[config.mk]
export PLATFORM = sky130hd
export DESIGN_NAME = width_16to8
export DESIGN_NICKNAME = d
export VERILOG_FILES = /design/src/rtl/width_conv_pkg.sv /design/src/rtl/width_16to8.sv
export SDC_FILE = /design/constraint.sdc
export NUM_CORES = 1
export LEC_CHECK = 0
export ABC_AREA = 1
export ABC_CLOCK_PERIOD_IN_PS = 2730
export CAP_MARGIN = 20
export CORE_MARGIN = 2
export CORE_UTILIZATION = 35
export CTS_CLUSTER_DIAMETER = 150
export DETAILED_ROUTE_END_ITERATION = 12
export HOLD_SLACK_MARGIN = 0.05
export SLEW_MARGIN = 20
export SYNTH_ARGS = -nofsm -noshare
export SYNTH_HDL_FRONTEND = slang
export SYNTH_SLANG_ARGS = --single-unit
[constraint.sdc]
create_clock -name clk -period 2.73 [get_ports clk]
set_input_delay 0.273 -clock clk [delete_from_list [all_inputs] [get_ports clk]]
set_output_delay 0.273 -clock clk [all_outputs]
set_load 0.01 [all_outputs]
[src/rtl/width_conv_pkg.sv]
// ----------------------------------------------------------------------------
// width_conv_pkg
// Shared types and helpers for the byte-lane width converters (8-to-16 packer
// and 16-to-8 serializer).
//   state_t     : serializer FSM states (IDLE, FIRST, SECOND)
//   IN_W/OUT_W  : word and byte widths
//   selectByte  : picks the half of a word that goes out on a given beat
// ----------------------------------------------------------------------------
package width_conv_pkg;

    localparam int IN_W  = 16;
    localparam int OUT_W = 8;

    typedef enum logic [1:0] {
        IDLE   = 2'd0,
        FIRST  = 2'd1,
        SECOND = 2'd2
    } state_t;

    // The upper half goes out when exactly one of (msbFirst, secondBeat) is
    // set: MSB-first sends upper then lower, LSB-first sends lower then upper.
    function automatic logic [OUT_W-1:0] selectByte(
        input logic [IN_W-1:0] word,
        input logic            msbFirst,
        input logic            secondBeat
    );
        return (msbFirst ^ secondBeat) ? word[IN_W-1:OUT_W] : word[OUT_W-1:0];
    endfunction

endpackage

[src/rtl/width_16to8.sv]
// ----------------------------------------------------------------------------
// width_16to8
// Serializes each accepted 16-bit word into two 8-bit beats with valid/ready
// handshakes on both sides. It sustains one byte per clock: the next word is
// taken on the same edge that the current word's second byte leaves.
//   clk       : system clock, rising edge
//   rst_n     : asynchronous active-low reset
//   valid_in  : upstream word valid
//   data_in   : upstream word
//   ready_in  : block can accept a word this cycle (combinational)
//   valid_out : data_out holds a valid byte (registered)
//   data_out  : output byte (registered)
//   last_out  : high on the second byte of a word (registered)
//   ready_out : downstream accepts the byte this cycle
// Parameter MSB_FIRST: 1 sends [15:8] first, 0 sends [7:0] first.
// ----------------------------------------------------------------------------
module width_16to8
    import width_conv_pkg::*;
#(
    parameter bit MSB_FIRST = 1'b1
) (
    input  logic             clk,
    input  logic             rst_n,
    input  logic             valid_in,
    input  logic [IN_W-1:0]  data_in,
    output logic             ready_in,
    output logic             valid_out,
    output logic [OUT_W-1:0] data_out,
    output logic             last_out,
    input  logic             ready_out
);

    state_t             r_state;
    logic [IN_W-1:0]    r_word;
    logic [OUT_W-1:0]   r_dataOut;
    logic               r_validOut;
    logic               r_lastOut;

    state_t             w_nextState;
    logic [IN_W-1:0]    w_nextWord;
    logic [OUT_W-1:0]   w_nextData;
    logic               w_nextValid;
    logic               w_nextLast;
    logic               w_inXfer;
    logic               w_outXfer;

    // A word can be taken when idle, or when the second byte is leaving on
    // this very edge; that overlap is what removes the bubble between words.
    assign ready_in  = (r_state == IDLE) || ((r_state == SECOND) && ready_out);
    assign w_inXfer  = valid_in && ready_in;
    assign w_outXfer = r_validOut && ready_out;

    assign valid_out = r_validOut;
    assign data_out  = r_dataOut;
    assign last_out  = r_lastOut;

    // State register.
    always_ff @(posedge clk or negedge rst_n) begin
        if (!rst_n) begin
            r_state <= IDLE;
        end else begin
            r_state <= w_nextState;
        end
    end

    // Next-state and next-output logic. Everything holds by default, which
    // keeps data_out/last_out stable while a presented byte is stalled.
    always_comb begin
        w_nextState = r_state;
        w_nextWord  = r_word;
        w_nextData  = r_dataOut;
        w_nextValid = r_validOut;
        w_nextLast  = r_lastOut;
        case (r_state)
            IDLE: begin
                if (w_inXfer) begin
                    w_nextWord  = data_in;
                    w_nextData  = selectByte(data_in, MSB_FIRST, 1'b0);
                    w_nextValid = 1'b1;
                    w_nextLast  = 1'b0;
                    w_nextState = FIRST;
                end
            end
            FIRST: begin
                if (w_outXfer) begin
                    w_nextData  = selectByte(r_word, MSB_FIRST, 1'b1);
                    w_nextLast  = 1'b1;
                    w_nextState = SECOND;
                end
            end
            SECOND: begin
                if (w_outXfer) begin
                    if (w_inXfer) begin
                        w_nextWord  = data_in;
                        w_nextData  = selectByte(data_in, MSB_FIRST, 1'b0);
                        w_nextLast  = 1'b0;
                        w_nextState = FIRST;
                    end else begin
                        w_nextValid = 1'b0;
                        w_nextLast  = 1'b0;
                        w_nextState = IDLE;
                    end
                end
            end
            default: begin
                w_nextValid = 1'b0;
                w_nextLast  = 1'b0;
                w_nextState = IDLE;
            end
        endcase
    end

    // Datapath and registered outputs.
    always_ff @(posedge clk or negedge rst_n) begin
        if (!rst_n) begin
            r_word     <= '0;
            r_dataOut  <= '0;
            r_validOut <= 1'b0;
            r_lastOut  <= 1'b0;
        end else begin
            r_word     <= w_nextWord;
            r_dataOut  <= w_nextData;
            r_validOut <= w_nextValid;
            r_lastOut  <= w_nextLast;
        end
    end

endmodule

==> Word-level counts from Yosys, hierarchy flattened <==
Index checks and enable logic that the tools add are counted.
{ "word_totals": {"reg_bits": 28, "out_inout_bits": 11} }
{ "op_classes": {"eq_ne": 6, "muxes": 20, "n_bitwise": 1, "n_reduce_logical": 11} }
{ "ops": {"columns": ["cell", "count"], "rows": [
  ["2-to-1 mux 16 bit", 2],
  ["one-hot mux 16 bit (2 select lines)", 1],
  ["2-to-1 mux 8 bit", 3],
  ["one-hot mux 8 bit (3 select lines)", 1],
  ["inequality test 2 bit, second input constant", 4],
  ["2-to-1 mux 1 bit", 7],
  ["2-to-1 mux 2 bit", 3],
  ["one-hot mux 1 bit (3 select lines)", 2],
  ["one-hot mux 2 bit (3 select lines)", 1],
  ["AND reduction 3 bit", 2],
  ["AND reduction 4 bit", 1],
  ["logical AND 1 bit", 3],
  ["nonzero test 3 bit", 1],
  ["equality test 2 x 1 -> 1 bit, second input constant", 1],
  ["equality test 2 bit, second input constant", 1],
  ["zero test 2 bit", 1],
  ["AND reduction 2 bit", 1],
  ["nonzero test 2 bit", 1],
  ["logical OR 1 bit", 1],
  ["inverter 1 bit", 1]
]} }

==> Logic depth before layout (Yosys ltp) <==
Gate-level depths: netlist (run 1).
{ "logic_depth": {"depth_word": 7, "depth_mapped": 7, "depth_no_buf": 6} }

==> Least setup slack after synthesis (run 1) <==
No wires, ideal clock.
{ "synth_timing": {"path_kind": "register to register", "from": "reg r_state[1]", "to": "reg r_dataOut[0] (netlist: data_out[0])", "arrival_ps": 1095, "required_ps": 2613, "slack_ps": 1519, "path_stages_with_launch": 7, "period_less_slack_ps": 1211, "path_cell_list": "dfrtp_1 -> inv_2 -> nor2_1 -> o21ai_2 -> nand2_4 -> nand2_1 -> nand2_1"} }
{ "synth_between": {"elab_chain_len": 7} }
{ "synth_lines": {"columns": ["item", "line", "rtl"], "rows": [
  ["start: declaration", "width_16to8.sv:33", "state_t r_state;"],
  ["start signal: assignment", "width_16to8.sv:62", "r_state <= w_nextState;"],
  ["equality test 2 bit", "width_16to8.sv:49, width_16to8.sv:74", null],
  ["logical AND 1 bit", "width_16to8.sv:49", "assign ready_in = (r_state == IDLE) || ((r_state == SECOND) && ready_out);"],
  ["logical OR 1 bit", "width_16to8.sv:49", null],
  ["logical AND 1 bit", "width_16to8.sv:50", "assign w_inXfer = valid_in && ready_in;"],
  ["2-to-1 mux 8 bit (2 in a row)", null, null],
  ["one-hot mux 8 bit (3 select lines)", "width_16to8.sv:74", "case (r_state)"],
  ["end signal: assignment", "width_16to8.sv:122", "r_dataOut <= w_nextData;"],
  ["end: declaration", "width_16to8.sv:35", "logic [OUT_W-1:0] r_dataOut;"]
]} }
Several ways; a longest one is shown, not always the timed one. The select of a mux whose other input is x is not followed.
A chain may end at the register's enable or synchronous reset.

==> Worst setup path after layout (run 1) <==
{ "layout_timing": {"from": "reg r_state[0]", "to": "out ready_in"} }
{ "layout_between": {"elab_chain_len": 3} }
{ "layout_lines": {"columns": ["item", "line", "rtl"], "rows": [
  ["equality test 2 bit", "width_16to8.sv:49", null],
  ["logical AND 1 bit", "width_16to8.sv:49", null],
  ["logical OR 1 bit (*)", "width_16to8.sv:49", null],
  ["end: declaration", "width_16to8.sv:26", "output logic ready_in,"]
]} }
Every way passes the cells marked *; elsewhere a longest branch is shown, timed or not.

==> flow_metrics.env, run 1 <==
export IMPL_remaining_drc_errors=0
export IMPL_synth_async_reset_ratio=1.00
export IMPL_cts_buffers=3
export IMPL_fin_util=0.486
export IMPL_die_h_um=56.4
export IMPL_fin_crit_ns=1.94
export IMPL_drive_above_1_share=0.0921
export IMPL_antenna_found_initial=0
export IMPL_synth_top_area_frac=0.494
export IMPL_routedWlPerCell_um=11.1
export IMPL_place_inst=179
export IMPL_nNetsFinal=173
export IMPL_rsz0062_at_grt="no"
export IMPL_clock_skew_ns=0.00808
export IMPL_globalRouteTotalUtil=0.146
export IMPL_grt_max_degree=20
export IMPL_postCtsHoldBufs=0
export IMPL_synth_seq_area_share=0.494
export IMPL_grt_pass1_wl_um=3750
export IMPL_overflow=0
export IMPL_hold_path_class="input pin to asynchronous set/reset pin"
export IMPL_fin_crit_sh=0.709
export IMPL_port_buffers=30
export IMPL_max_freq_mhz=516
export IMPL_cts_buffer_depth=2
export IMPL_drv_cap=0
export IMPL_cp_required_ns=2.46
export IMPL_crit_path_max_fanout=11
export IMPL_slew_viol_final=0
export IMPL_dp_hpwl_um=1590
export IMPL_yosysWarnings=0
export IMPL_cp_start_kind="flip-flop"
export IMPL_cts_setup_buffers=0
export IMPL_powerDensity_nw_per_um2=1100
export IMPL_setup_violations_final=0
export IMPL_multi_input_area_sq_um=442
export IMPL_tns_ns=0
export IMPL_final_hold_viol_count=0
export IMPL_root_buffer="clkbuf_4"
export IMPL_clk_pin_slew_worst_paths_ns=0.11
export IMPL_peakVddDrop_v=0.000512
export IMPL_netlist_area_sq_um=962
export IMPL_p_leak_nw=0.671
export IMPL_clk_latency_ns=0.30
export IMPL_syn_area_per_cell_sq_um=7.89
export IMPL_yosys_top_cells_area="dfrtp_1 49%, nand2_1 21%, nand3_1 14%, a21boi_4 2.0%, o21ai_2 1.8%"
export IMPL_htreeDepth=1
export IMPL_ys_flop_type="dfrtp_1"
export IMPL_die_w_um=56.4
export IMPL_grt_pass1_vias=836
export IMPL_arrival_ns=1.66
export IMPL_via_per_inst=4.75
export IMPL_die_area_sq_um=3180
export IMPL_synth_edff_count=0
export IMPL_cts_sinks=19
export IMPL_ys_types=18
export IMPL_synth_seq_cells=19
export IMPL_routed_wl_um=2030
export IMPL_critical_path_class="flip-flop to output port"
export IMPL_syn_num_nets=142
export IMPL_io_pins=31
export IMPL_synthCells=122
export IMPL_ff_latch_area_sq_um=475
export IMPL_setup_worst_path_end_class="output port"
export IMPL_num_vias=869
export IMPL_ys_top_cells_by_count="54 x nand2_1, 26 x nand3_1, 19 x dfrtp_1, 4 x inv_1, 3 x buf_2"
export IMPL_outcome="finished, final reports clean"
export IMPL_power_mw=1.43
export IMPL_ant_nets=0
export IMPL_yosys_area_top_type="dfrtp_1"
export IMPL_antennaDiodeCount=0
export IMPL_nFillCells=287
export IMPL_drtIter0Drc=12
export IMPL_core_area_sq_um=2690
export IMPL_rows=19
export IMPL_fin_cells=183
export IMPL_maxSlewHeadroom=0.425
export IMPL_gp_congestion=0.699
export IMPL_tritoncts="done"
export IMPL_initial_core_util=0.358
export IMPL_syn_to_final_growth_pct=35.8
export IMPL_synth_most_common_cell="nand2_1"
export IMPL_worstMarginPinSlew_ns=0.860
export IMPL_dr_pass1_iters=4
export IMPL_cts_resized=0
## worst max-delay path, cell delays in order (launching register included)
cell	delay, ns
dfrtp_1	0.51
inv_2	0.18
o21ai_2	0.10
inv_1	0.06
clkdlybuf4s50_1	0.52
## path summary, 6_finish.rpt
| kind | from | to | slack (ns) | cells after the start |
|---|---|---|---|---|
| max in group asynchronous | rst_n | data_out[2]$_DFFE_PN0P_ | 1.74 | 1 |
| max reg2reg | r_state[1]$_DFFE_PN0P_ | data_out[7]$_DFFE_PN0P_ | 1.25 | 6 |
| min | rst_n | r_state[0]$_DFFE_PN0P_ | 0.45 | 1 |
| min reg2reg | data_out[1]$_DFFE_PN0P_ | data_out[1]$_DFFE_PN0P_ | 0.48 | 2 |
| max | r_state[0]$_DFFE_PN0P_ | ready_in | 0.79 | 4 |
| min in group clk | data_out[1]$_DFFE_PN0P_ | data_out[1]$_DFFE_PN0P_ | 0.48 | 2 |
## cells by family after synthesis
| logic type | count (synthesis) | share of synthesized area |
|---|---|---|
| buffers and inverters | 10 | 0.0468 |
| AND/OR/NAND/NOR | 87 | 0.403 |
| AO/OA/AOI/OAI | 6 | 0.0559 |
| flip-flops | 19 | 0.494 |
## state kept, by name, indices dropped and copies added, names as in the netlist
signal	count
valid_out	1
r_state	2
data_out	8
r_word	8
## layer usage
| layer | part of all wire | global-route usage | vias to the layer above | routed length, um |
|---|---|---|---|---|
| met5 | 0 | 0 | - | 0 |
| met1 | 0.48 | 0.192 | 379 | 978 |
| li1 | - | - | 458 | - |
| met2 | 0.45 | 0.233 | 28 | 910 |
| met4 | 0.0079 | 0.0374 | 0 | 16 |
| met3 | 0.063 | 0.0484 | 4 | 127 |
## area by class of cell
class,count,area share
Sequential cell,19,0.364
Inverter,6,0.0172
Clock inverter,1,0.00383
Tap cell,31,0.0297
Multi-Input combinational cell,93,0.338
Timing Repair Buffer,30,0.230
Clock buffer,3,0.0172
## through the flow
stage               hold WS [ns]  area [sq um]  worst slack, ns
floorplan                -0.0226           962             1.52
global placement           0.454          1280            0.954
detailed placement         0.457          1280            0.924
CTS                        0.471          1310            0.779
global route               0.493          1310            0.672
finish                     0.451          1310            0.793
## layout by cell type, fill, tap and decap left out
cell             count
nand2_1             54
clkdlybuf4s50_1     30
nand3_1             26
dfrtp_1             19
inv_1                4
clkbuf_4             3
inv_2                2
o21ai_2              2
nand2_2              2
nand3_2              1
o21ai_0              1
nor2_4               1
o21ai_1              1
nor2_1               1
a21boi_4             1
nand2_4              1
nand4_1              1
o21bai_1             1
clkinv_2             1
## power breakdown
part | internal [mW] | switching [mW]
Combinational | 0.339 | 0.435
Clock | 0.0546 | 0.0859
Sequential | 0.418 | 0.0997
Total | 0.812 | 0.620
Note: power is estimated with default switching activity, not from simulation.
==> run 2: changes to the inputs <==
--- a/config.mk
+++ b/config.mk
@@ -6,7 +6,7 @@
 export NUM_CORES = 1
 export LEC_CHECK = 0
 export ABC_AREA = 1
-export ABC_CLOCK_PERIOD_IN_PS = 2730
+export ABC_CLOCK_PERIOD_IN_PS = 1900
 export CAP_MARGIN = 20
 export CORE_MARGIN = 2
 export CORE_UTILIZATION = 35
==> constraint.sdc (replaced) <==
create_clock -name clk -period 1.9 [get_ports clk]
set_input_delay 0.19 -clock clk [delete_from_list [all_inputs] [get_ports clk]]
set_output_delay 0.19 -clock clk [all_outputs]
set_load 0.01 [all_outputs]
==> run 2 against run 1 <==
Largest cell class unchanged. Setup slack worse by 0.66 ns. Final area increased by 1.3%. Cell count is 1.1% higher. Clock skew is 0.0072 ns lower. Critical path depth unchanged.
==> flow_metrics.env, run 2 (synthesis gave the netlist of run 1 again) <==
export IMPL_reg2reg_depth=6
export IMPL_overflow=0
export IMPL_num_vias=878
export IMPL_worstMarginPinSlew_ns=0.409
export IMPL_arrival_ns=1.58
export IMPL_cp_top_family="buffers and inverters"
export IMPL_multi_input_area_sq_um=442
export IMPL_tns_ns=0
export IMPL_via_per_inst=4.75
export IMPL_drtIter0Drc=12
export IMPL_cp_required_ns=1.71
export IMPL_routed_wl_um=2050
export IMPL_critPathMaxStageDelay_ns=0.52
export IMPL_peakVddDrop_v=0.000696
export IMPL_rsz0062_at_grt="no"
export IMPL_cpMaxStageDelayCell="clkdlybuf4s50_1"
export IMPL_critical_path_class="flip-flop to output port"
export IMPL_dpl_instance_area_sq_um=1290
export IMPL_path_buf_inv=3
export IMPL_path_cells="inv_4 -> o21ai_2 -> inv_1 -> clkdlybuf4s50_1"
export IMPL_cts_sinks=19
export IMPL_ant_nets=0
export IMPL_antennaDiodeCount=0
export IMPL_gp_congestion=0.709
export IMPL_p_leak_nw=0.677
export IMPL_setup_violations_final=0
export IMPL_maxSlewHeadroom=0.728
export IMPL_fin_crit_sh=0.931
export IMPL_fin_crit_ns=1.77
export IMPL_fin_cells=185
export IMPL_syn_to_final_growth_pct=37.6
export IMPL_slew_viol_final=0
export IMPL_layout_commonest_cell="nand2_1"
export IMPL_htreeDepth=1
export IMPL_place_inst=181
export IMPL_grt_pass1_vias=898
export IMPL_cts_buffers=3
export IMPL_hold_path_class="input pin to asynchronous set/reset pin"
export IMPL_port_buffers=30
export IMPL_io_pins=31
export IMPL_cts_setup_buffers=0
export IMPL_tritoncts="done"
export IMPL_die_area_sq_um=3180
export IMPL_final_cell_area_sq_um=1320
export IMPL_die_h_um=56.4
export IMPL_antenna_found_initial=0
export IMPL_ff_latch_area_sq_um=477
export IMPL_crit_path_max_fanout=14
export IMPL_power_mw=2.08
export IMPL_holdWs_ns=0.223
export IMPL_nFillCells=283
export IMPL_cts_resized=0
export IMPL_dp_hpwl_um=1620
export IMPL_cts_buffer_depth=2
export IMPL_final_cell_mix="54 x nand2_1, 30 x clkdlybuf4s50_1, 26 x nand3_1"
export IMPL_clock_skew_ns=0.000901
export IMPL_max_freq_mhz=565
export IMPL_grt_max_degree=20
export IMPL_cp_start_kind="flip-flop"
export IMPL_clk_pin_slew_worst_paths_ns=0.11
export IMPL_postCtsHoldBufs=0
export IMPL_die_w_um=56.4
export IMPL_drv_cap=0
export IMPL_final_hold_viol_count=0
export IMPL_setup_worst_path_end_class="output port"
export IMPL_powerDensity_nw_per_um2=1570
export IMPL_rows=19
export IMPL_dr_pass1_iters=4
export IMPL_globalRouteTotalUtil=0.153
export IMPL_drive_above_1_share=0.104
export IMPL_nNetsFinal=175
export IMPL_root_buffer="clkbuf_4"
export IMPL_initial_core_util=0.358
export IMPL_path_depth=4
export IMPL_remaining_drc_errors=0
export IMPL_clk_latency_ns=0.29
export IMPL_core_area_sq_um=2690
export IMPL_grt_pass1_wl_um=3880
export IMPL_routedWlPerCell_um=11.1
export IMPL_outcome="finished, final reports clean"
[run 2: cell type report]
cell class | instances | area share
repair buffers | 32 | 0.238
well taps | 31 | 0.0293
inverters | 6 | 0.0189
clock buffers | 4 | 0.0198
multi-input cells | 93 | 0.334
flip-flops and latches | 19 | 0.360
[run 2: power by group]
part	total, mW	leakage (nW)	internal, mW	switching (mW)
Clock	0.203	0.0150	0.0815	0.122
Combinational	1.15	0.427	0.506	0.646
Sequential	0.728	0.236	0.603	0.125
Total	2.08	0.677	1.19	0.893
[run 2: worst paths after layout]
check	end	from	slack, ns
worst max-delay path	ready_in	r_state[1]$_DFFE_PN0P_	0.13
worst min-delay path	data_out[6]$_DFFE_PN0P_	rst_n	0.22
worst max register to register	data_out[7]$_DFFE_PN0P_	r_state[1]$_DFFE_PN0P_	0.50
worst min register to register	data_out[0]$_DFFE_PN0P_	data_out[0]$_DFFE_PN0P_	0.48
max in group asynchronous	r_state[1]$_DFFE_PN0P_	rst_n	1.46
min in group clk	r_word[2]$_DFFE_PN0P_	data_in[2]	0.45
[run 2: per-stage QoR]
step,utilization,setup WS [ns]
3_5_place_dp,0.482,0.259
3_3_place_gp,0.482,0.291
2_1_floorplan,-,0.689
6_report,0.493,0.131
5_1_grt,0.493,0.0547
4_1_cts,0.491,0.0418
[run 2: layer usage]
metal	vias up	routed length, um	global-route usage
li1	457	-	-
met1	392	959	0.193
met2	27	957	0.259
met3	2	123	0.0276
met4	0	13	0.0578
met5	-	0	0
==> run 3: changes to the inputs <==
--- a/config.mk
+++ b/config.mk
@@ -9,10 +9,11 @@
 export ABC_CLOCK_PERIOD_IN_PS = 1900
 export CAP_MARGIN = 20
 export CORE_MARGIN = 2
-export CORE_UTILIZATION = 35
+export CORE_UTILIZATION = 45
 export CTS_CLUSTER_DIAMETER = 150
 export DETAILED_ROUTE_END_ITERATION = 12
 export HOLD_SLACK_MARGIN = 0.05
+export PLACE_DENSITY = 0.78
 export SLEW_MARGIN = 20
 export SYNTH_ARGS = -nofsm -noshare
 export SYNTH_HDL_FRONTEND = slang
==> run 3 against run 2 <==
Core utilization grew 17 points. Global-route usage is 2.8 points higher. Final area is 0.85% lower. Cell count down 2.7%. Combinational power down 3%. Non-clock buffer count decreased by 1. Clock skew increased by 0.0011 ns. Routed wire length shrank 2.8%. Via count up 1.6%. Sequential share of layout area increased by 0.31 points. Clock-buffer cell count fell by 1. Largest power group unchanged. Total power shrank 0.81%.
==> flow_metrics.env, run 3 (synthesis gave the netlist of run 1 again) <==
export IMPL_remaining_drc_errors=0
export IMPL_initial_core_util=0.485
export IMPL_root_buffer="clkbuf_4"
export IMPL_layout_commonest_cell="nand2_1"
export IMPL_clock_skew_ns=0.00196
export IMPL_worstMarginPinSlew_ns=0.420
export IMPL_holdWs_ns=0.217
export IMPL_hold_path_class="input pin to asynchronous set/reset pin"
export IMPL_max_freq_mhz=555
export IMPL_nNetsFinal=174
export IMPL_grt_max_degree=20
export IMPL_antenna_found_initial=0
export IMPL_tritoncts="done"
export IMPL_dr_pass1_iters=4
export IMPL_gp_congestion=0.778
export IMPL_ff_latch_area_sq_um=477
export IMPL_p_leak_nw=0.676
export IMPL_slew_viol_final=0
export IMPL_maxSlewHeadroom=0.720
export IMPL_ant_nets=0
export IMPL_io_pins=31
export IMPL_fin_crit_sh=0.949
export IMPL_dp_hpwl_um=1530
export IMPL_grt_pass1_vias=793
export IMPL_die_area_sq_um=2520
export IMPL_cp_start_kind="flip-flop"
export IMPL_clk_latency_ns=0.30
export IMPL_place_inst=176
export IMPL_rows=16
export IMPL_grt_pass1_wl_um=3400
export IMPL_globalRouteTotalUtil=0.181
export IMPL_die_h_um=50.2
export IMPL_overflow=0
export IMPL_multi_input_area_sq_um=442
export IMPL_tns_ns=0
export IMPL_cts_sinks=19
export IMPL_outcome="finished, final reports clean"
export IMPL_path_cells="inv_4 -> o21ai_2 -> inv_1 -> clkdlybuf4s50_1"
export IMPL_final_cell_mix="54 x nand2_1, 30 x clkdlybuf4s50_1, 26 x nand3_1"
export IMPL_rsz0062_at_grt="no"
export IMPL_drtIter0Drc=19
export IMPL_peakVddDrop_v=0.000850
export IMPL_routed_wl_um=2000
export IMPL_final_cell_area_sq_um=1310
export IMPL_fin_cells=180
export IMPL_setup_worst_path_end_class="output port"
export IMPL_port_buffers=30
export IMPL_syn_to_final_growth_pct=36.4
export IMPL_cts_buffer_depth=2
export IMPL_critPathMaxStageDelay_ns=0.49
export IMPL_powerDensity_nw_per_um2=1570
export IMPL_cp_required_ns=1.71
export IMPL_cts_buffers=3
export IMPL_critical_path_class="flip-flop to output port"
export IMPL_nFillCells=179
export IMPL_num_vias=892
export IMPL_via_per_inst=4.96
export IMPL_cpMaxStageDelayCell="dfrtp_1"
export IMPL_crit_path_max_fanout=14
export IMPL_routedWlPerCell_um=11.1
export IMPL_fin_crit_ns=1.80
export IMPL_htreeDepth=1
export IMPL_arrival_ns=1.61
export IMPL_core_area_sq_um=1980
export IMPL_clk_pin_slew_worst_paths_ns=0.11
export IMPL_setup_violations_final=0
export IMPL_antennaDiodeCount=0
export IMPL_die_w_um=50.2
export IMPL_drv_cap=0
export IMPL_drive_above_1_share=0.105
export IMPL_final_hold_viol_count=0
export IMPL_dpl_instance_area_sq_um=1280
## run 3: cell count changes in the layout (fill, tap and decap cells not counted), sizes merged
cell    before  now
buf          2    1
clkinv       0    1
clkbuf       4    3
## run 3: metal layers
metal  GRT usage  share of wire  routed length (um)  up-vias
met4      0.0880          0.013                  26        0
met3      0.0387          0.055                 110        4
met1       0.219           0.44                 882      399
li1            -              -                   -      458
met5           0              0                   0        -
met2       0.303           0.49                 978       31
## run 3: final timing paths
| kind | start | end | slack [ns] | cells past startpoint |
|---|---|---|---|---|
| setup / recovery | r_state[1]$_DFFE_PN0P_ | ready_in | 0.1 | 4 |
| hold / removal | rst_n | data_out[4]$_DFFE_PN0P_ | 0.22 | 2 |
| setup reg to reg | r_state[1]$_DFFE_PN0P_ | data_out[4]$_DFFE_PN0P_ | 0.47 | 6 |
| hold reg to reg | data_out[0]$_DFFE_PN0P_ | data_out[0]$_DFFE_PN0P_ | 0.48 | 2 |
| max in group asynchronous | rst_n | r_state[0]$_DFFE_PN0P_ | 1.47 | 2 |
| min in group clk | data_in[5] | r_word[5]$_DFFE_PN0P_ | 0.43 | 3 |
## run 3: timing repair
action | 4_1_cts | 5_1_grt
hold endpoints to repair | 0 | 0
setup buffers | 0 | 0
resized for setup | 0 | 2
hold buffers | 0 | 0
endpoints found under the setup margin | 0 | 1
## run 3: layout make-up
type	count	share of cell area
Tap cell	27	0.0257
Clock buffer	3	0.0172
Inverter	6	0.0191
Clock inverter	1	0.00381
Timing Repair Buffer	31	0.235
Sequential cell	19	0.363
Multi-Input combinational cell	93	0.337
## run 3: where the power goes
group | switching, mW | internal [mW] | total, mW | leakage [nW]
combinational | 0.621 | 0.491 | 1.11 | 0.422
sequential | 0.145 | 0.603 | 0.748 | 0.236
clock | 0.129 | 0.0784 | 0.207 | 0.0177
total | 0.894 | 1.17 | 2.07 | 0.676
## run 3: per-stage QoR
step	total power, mW	setup WS, ns	util
CTS	2.07	0.0488	0.660
global route	2.27	0.0114	0.662
global placement	1.84	0.298	0.646
finish	2.07	0.0970	0.662
detailed placement	1.87	0.241	0.646
floorplan	1.49	0.689	-
## run 3: critical path: cells and delay by family (launching register included)
kind	cells	cell delay, ns
compound gates	1	0.19
buf+inv	3	0.63
flops	1	0.49
